[config.mk]
export PLATFORM = sky130hd
export DESIGN_NAME = vend_ctrl_flat
export DESIGN_NICKNAME = d
export VERILOG_FILES = /design/src/rtl/vend_ctrl_if.sv /design/src/rtl/vend_ctrl.sv /design/src/flat_wrapper.sv
export SDC_FILE = /design/constraint.sdc
export NUM_CORES = 1
export LEC_CHECK = 0
export BUFFER_PORTS_ARGS = -buffer_cell sky130_fd_sc_hd__buf_2
export CAP_MARGIN = 10
export CORE_ASPECT_RATIO = 0.5
export CORE_MARGIN = 2
export CORE_UTILIZATION = 49
export CTS_BUF_LIST = sky130_fd_sc_hd__clkbuf_8 sky130_fd_sc_hd__clkbuf_16
export DETAILED_ROUTE_END_ITERATION = 12
export PLACE_DENSITY = 0.66
export SLEW_MARGIN = 20
export SYNTH_ARGS = -nofsm -noshare
export SYNTH_HDL_FRONTEND = slang
export SYNTH_SLANG_ARGS = --single-unit
[constraint.sdc]
create_clock -name sclk -period 3.5 [get_ports sclk]
set_input_delay 0.35 -clock sclk [delete_from_list [all_inputs] [get_ports sclk]]
set_output_delay 0.35 -clock sclk [all_outputs]
set_load 0.02 [all_outputs]
[src/rtl/vend_ctrl_if.sv]
// Vending controller key/status bundle.
//   flag_key   : one-cycle key pulses [0] coin A, [1] coin B, [2] select, [3] cancel
//   balance    : current credit in jiao
//   dispense   : dispense strobe
//   change     : last refunded amount (held until the next refund)
//   change_vld : one-cycle strobe, change valid
//   reject     : one-cycle strobe, key event refused
//   busy       : controller is vending or refunding
// master drives the keys and observes status; slave is the controller.
interface vend_ctrl_if;
  logic [3:0] flag_key;
  logic [6:0] balance;
  logic       dispense;
  logic [6:0] change;
  logic       change_vld;
  logic       reject;
  logic       busy;

  modport master (
    output flag_key,
    input  balance, dispense, change, change_vld, reject, busy
  );

  modport slave (
    input  flag_key,
    output balance, dispense, change, change_vld, reject, busy
  );
endinterface

[src/rtl/vend_ctrl.sv]
// Vending transaction controller.
// Consumes debounced key pulses, tracks credit, produces a timed dispense
// strobe, returns change and times out abandoned transactions.
// Ports:
//   sclk  : system clock
//   rst_n : asynchronous active-low reset
//   bus   : vend_ctrl_if.slave (flag_key in; balance, dispense, change,
//           change_vld, reject, busy out). All outputs are registered.
module vend_ctrl #(
  parameter int unsigned PRICE       = 15,
  parameter int unsigned COIN_A      = 5,
  parameter int unsigned COIN_B      = 10,
  parameter int unsigned MAX_BAL     = 95,
  parameter int unsigned DISP_CYC    = 50_000_000,
  parameter int unsigned TIMEOUT_CYC = 500_000_000
) (
  input  logic       sclk,
  input  logic       rst_n,
  vend_ctrl_if.slave bus
);

  typedef enum logic [1:0] {
    S_IDLE,
    S_CREDIT,
    S_VEND,
    S_REFUND
  } state_t;

  state_t      state, state_nx;
  logic [6:0]  balance, balance_nx;
  logic [6:0]  change, change_nx;
  logic        change_vld, change_vld_nx;
  logic        reject, reject_nx;
  logic        dispense, dispense_nx;
  logic        busy, busy_nx;
  logic [31:0] timer, timer_nx;
  logic [31:0] dcnt, dcnt_nx;

  // Key decode with priority cancel > select > coin B > coin A.
  logic       key_any, key_cancel, key_select, key_coin;
  logic [6:0] coin_val;
  logic [7:0] coin_sum;

  always_comb begin
    key_any    = |bus.flag_key;
    key_cancel = bus.flag_key[3];
    key_select = bus.flag_key[2] & ~bus.flag_key[3];
    key_coin   = ~bus.flag_key[3] & ~bus.flag_key[2] & (bus.flag_key[1] | bus.flag_key[0]);
    coin_val   = bus.flag_key[1] ? 7'(COIN_B) : 7'(COIN_A);
    // 8-bit sum so the credit limit test can never wrap.
    coin_sum   = {1'b0, balance} + {1'b0, coin_val};
  end

  always_ff @(posedge sclk or negedge rst_n) begin
    if (!rst_n) begin
      state      <= S_IDLE;
      balance    <= '0;
      change     <= '0;
      change_vld <= 1'b0;
      reject     <= 1'b0;
      dispense   <= 1'b0;
      busy       <= 1'b0;
      timer      <= '0;
      dcnt       <= '0;
    end else begin
      state      <= state_nx;
      balance    <= balance_nx;
      change     <= change_nx;
      change_vld <= change_vld_nx;
      reject     <= reject_nx;
      dispense   <= dispense_nx;
      busy       <= busy_nx;
      timer      <= timer_nx;
      dcnt       <= dcnt_nx;
    end
  end

  always_comb begin
    state_nx      = state;
    balance_nx    = balance;
    change_nx     = change;
    change_vld_nx = 1'b0;
    reject_nx     = 1'b0;
    dispense_nx   = dispense;
    timer_nx      = timer;
    dcnt_nx       = dcnt;

    unique case (state)
      S_IDLE: begin
        timer_nx = '0;
        if (key_select) begin
          reject_nx = 1'b1;
        end else if (key_coin) begin
          balance_nx = coin_val;
          state_nx   = S_CREDIT;
        end
      end

      S_CREDIT: begin
        if (key_any) begin
          // Any key, even a refused one, restarts the idle timeout and
          // takes precedence over a timeout landing in the same cycle.
          timer_nx = '0;
          if (key_cancel) begin
            state_nx      = S_REFUND;
            change_nx     = balance;
            change_vld_nx = 1'b1;
            balance_nx    = '0;
          end else if (key_select) begin
            if (balance >= 7'(PRICE)) begin
              balance_nx  = balance - 7'(PRICE);
              dispense_nx = 1'b1;
              dcnt_nx     = '0;
              state_nx    = S_VEND;
            end else begin
              reject_nx = 1'b1;
            end
          end else if (key_coin) begin
            if (coin_sum <= 8'(MAX_BAL)) begin
              balance_nx = coin_sum[6:0];
            end else begin
              reject_nx = 1'b1;
            end
          end
        end else if (timer == TIMEOUT_CYC - 1) begin
          timer_nx      = '0;
          state_nx      = S_REFUND;
          change_nx     = balance;
          change_vld_nx = 1'b1;
          balance_nx    = '0;
        end else begin
          timer_nx = timer + 32'd1;
        end
      end

      S_VEND: begin
        if (dcnt == DISP_CYC - 1) begin
          dispense_nx = 1'b0;
          dcnt_nx     = '0;
          if (balance != '0) begin
            state_nx      = S_REFUND;
            change_nx     = balance;
            change_vld_nx = 1'b1;
            balance_nx    = '0;
          end else begin
            state_nx = S_IDLE;
          end
        end else begin
          dcnt_nx = dcnt + 32'd1;
        end
      end

      S_REFUND: begin
        // Refund outputs were registered on entry; this cycle only holds busy.
        state_nx = S_IDLE;
      end

      default: state_nx = S_IDLE;
    endcase

    busy_nx = (state_nx == S_VEND) || (state_nx == S_REFUND);
  end

  assign bus.balance    = balance;
  assign bus.dispense   = dispense;
  assign bus.change     = change;
  assign bus.change_vld = change_vld;
  assign bus.reject     = reject;
  assign bus.busy       = busy;

endmodule

[src/flat_wrapper.sv]
// flat-port wrapper written by rule: the top's interface ports become plain ports
module vend_ctrl_flat 
#(
  parameter int unsigned PRICE       = 15,
  parameter int unsigned COIN_A      = 5,
  parameter int unsigned COIN_B      = 10,
  parameter int unsigned MAX_BAL     = 95,
  parameter int unsigned DISP_CYC    = 50_000_000,
  parameter int unsigned TIMEOUT_CYC = 500_000_000
)
  (sclk, rst_n, bus_flag_key, bus_balance, bus_dispense, bus_change, bus_change_vld, bus_reject, bus_busy);
  vend_ctrl_if bus_i ();
  input  logic sclk;
  input  logic rst_n;
  input wire logic [$bits(bus_i.flag_key)-1:0] bus_flag_key;
  output wire logic [$bits(bus_i.balance)-1:0] bus_balance;
  output wire logic [$bits(bus_i.dispense)-1:0] bus_dispense;
  output wire logic [$bits(bus_i.change)-1:0] bus_change;
  output wire logic [$bits(bus_i.change_vld)-1:0] bus_change_vld;
  output wire logic [$bits(bus_i.reject)-1:0] bus_reject;
  output wire logic [$bits(bus_i.busy)-1:0] bus_busy;
  assign bus_i.flag_key = bus_flag_key;
  assign bus_balance = bus_i.balance;
  assign bus_dispense = bus_i.dispense;
  assign bus_change = bus_i.change;
  assign bus_change_vld = bus_i.change_vld;
  assign bus_reject = bus_i.reject;
  assign bus_busy = bus_i.busy;
  vend_ctrl #(.PRICE(PRICE), .COIN_A(COIN_A), .COIN_B(COIN_B), .MAX_BAL(MAX_BAL), .DISP_CYC(DISP_CYC), .TIMEOUT_CYC(TIMEOUT_CYC)) u_core (.sclk(sclk), .rst_n(rst_n), .bus(bus_i));
endmodule
==> results.md <==
* Final worst slack at 0.674 ns
* Startpoint Class: flip-flop
* Critical path required time at 3.71 ns
* Worst endpoint data arrival time at 3.04 ns
* Worst-Skew Late Latency at 0.33 ns
* CP cell instances: ha_1, fa_1, or4b_2, o41ai_1, o32ai_1, nor2_1, nor2_2, mux2_2
* Async S/R FF share, synth at 100%
* Hold slack at 0.147 ns
* Starting Density at 50.9%
* CTS Buffer Depth at 2
* # placed instances at 686
* Status: completed
* Final net count at 581
* Achievable Freq at 0.354 GHz
* #FFs+latches synth at 84
* Root Driver: clkbuf_16
* Total track usage at 22.0%
* Adder-Cell Fraction of Synth Area at 3.50%
* Predominant post-synthesis flop cell: dfrtp_1
* Chip Height at 74.4 um
* ANT cells at 0
* Port bufs at 23
* Die area at 0.0108 mm^2
* Top Ports at 24
* Routed WL at 10,900 um
* Layout cell share with drive strength beyond 1 at 11.8%
* Slowest stage cell, crit path: or4b_2
* Maxcap violations at 0
* Max FO, Critical Path at 8
* CTS clock-pin slew for the worst setup and hold paths at 0.06 ns
* Synth area leader: dfrtp_1
* Syn Area/Cell at 9.03 um^2
* YS warnings at 0
* Skew final at 0.00851 ns
* # H-tree levels at 3
* First-pass GRT wire length at 18,600 um
* Final hold viol count at 0
* Placed wire-length estimate at 7570 um
* Area after DPL at 0.00514 mm^2
* Clock sinks at 84
* Die width at 145 um
* Number of synthesized flops with an enable pin at 0
* Post-CTS Setup Bufs at 0
* Vias after detailed routing at 4,073
* Most frequent cells in the layout: dfrtp_1 (84), nor2_1 (72), nand2_1 (50), o21ai_0 (39)
* Seq/Total Area, Yosys at 43.3%
* Xor/xnor share of the synthesized area at 8.30%
* Period utilization at 80.7%
* Setup CP Type: flip-flop to flip-flop
* Cts hold-fix bufs at 0
* Mapped Cells at 538
* Power consumption at 3.38 mW
* VDD IR max at 0.296 mV
* Final setup vio count at 0
* Vias in the first global route at 3,705
* Synth area leaders: dfrtp_1 (43%), nor2_1 (5.6%), xnor2_1 (5.4%)
* Crit path time final at 2.83 ns
* Capturing element type of the critical path: flip-flop
* Post-layout util at 57.3%
* Iteration-0 DRC count of the detailed router at 295
* Largest family of logic cells by synthesized area: simple AND/OR/NAND/NOR gates
* CTS tree: yes
* Largest stage delay on the critical path at 0.59 ns
* Simple logic cell fraction of the synthesized area at 27.6%
* Core Box Area at 0.00954 mm^2
* Antenna-violating nets left at 0
* Pwr/cell area at 619 mW/mm^2
* Slew of the pin with the lowest slew margin at 0.944 ns
* Rel. slew slack at 37.1%
* Via density at 5.80
* Largest net degree at the start of global routing at 75
* Final std cells w/o fill at 702
* GPL Wtd Cong at 0.809
* Post-Synthesis Cell Area at 0.00486 mm^2
* Area delta synth->final at 12.5%
* Drt pass-1 iters at 5
* Rows at 25
* Syn nets at 557
* Compound-Gate Fraction of Synth Area at 11.7%
* Finished Cell Area at 0.00546 mm^2
* RSZ-0062 raised after global routing: false
* Final Max Tran Viols at 0
* Commonest non-fill, non-tap cell in the layout: dfrtp_1
* Post-synthesis cell type count at 54
* Post-synthesis mux area share at 3.17%
* Total CTS buffers at 9
* CTS resizes at 0
* Wirelength per Cell at 15.6 um
* Dpl ws at 0.616 ns
* Setup TNS at 0 ns
* Worst min-delay path class: input port to async pin
* Residual DRC count at 0
* Top-area cell type share of the netlist area at 43.3%
* Leak Pwr at 2.32 nW
* Critical path buffers and inverters at 0
* Delay-heaviest family, CP: simple AND/OR/NAND/NOR gates
* Initial antenna violation count at 0
* Total grt overflow at 0
==> path summary, 6_finish.rpt <==
| kind | cells past startpoint | from | slack (ns) | endpoint |
|---|---|---|---|---|
| min in group sclk | 1 | u_core.bus.change[3] | 0.50 | u_core.bus.change[3] |
| setup / recovery | 8 | u_core.bus.balance[0] | 0.67 | u_core.bus.balance[1] |
| setup reg to reg | 8 | u_core.bus.balance[0] | 0.67 | u_core.bus.balance[1] |
| hold / removal | 1 | rst_n | 0.15 | u_core.timer[3] |
| max in group asynchronous | 2 | rst_n | 2.60 | u_core.dcnt[9] |
| hold reg to reg | 1 | u_core.bus.change[3] | 0.50 | u_core.bus.change[3] |
==> cell type report <==
class | instances | area, um^2
Tap cell | 135 | 169
Sequential cell | 84 | 2100
Inverter | 11 | 41.3
Timing Repair Buffer | 32 | 185
Clock inverter | 4 | 55.1
Clock buffer | 12 | 267
Fill cell | 869 | 4080
Multi-Input combinational cell | 424 | 2650
==> cells by family (layout without fill, tap and decap cells) <==
kind of cell	Yosys count	in the layout
compound gates	89	89
xor+xnor	46	46
fa+ha+maj	13	13
buf+inv	30	59
flops	84	84
mux	14	14
simple gates	262	262
==> registers in the layout, summed over array words and instances, names as in the netlist <==
signal                 flops
u_core.bus.busy            1
u_core.bus.balance         7
u_core.bus.dispense        1
u_core.state               2
u_core.bus.reject          1
u_core.dcnt               32
u_core.bus.change_vld      1
u_core.timer              32
u_core.bus.change          7
==> per-layer routing <==
metal  vias up  share of wire [%]  global-route usage [%]
li1       2010                  -                       -
met1      1991                 52                    32.6
met2        68                 44                    33.8
met3         4                3.7                    4.64
met4         0               0.33                    3.99
met5         -                  0                       0
==> power breakdown <==
| group | internal (mW) | switching [mW] |
|---|---|---|
| clock | 0.615 | 0.387 |
| sequential | 1.06 | 0.118 |
| combinational | 0.456 | 0.741 |
| total | 2.13 | 1.25 |
==> cell usage after synthesis (all sizes together), types with 5 or more instances <==
master,count
nand2,50
ha,12
nor4,16
nor2b,7
nand3,31
clkbuf,16
o41ai,5
mux2,11
and4,8
xnor2,30
nor3,19
and3,10
a21oi,8
xor2,16
inv,11
nand4,22
dfrtp,84
nand2b,5
o21ai,39
o31ai,7
nor2,73
Note: power is estimated with default switching activity, not from simulation.
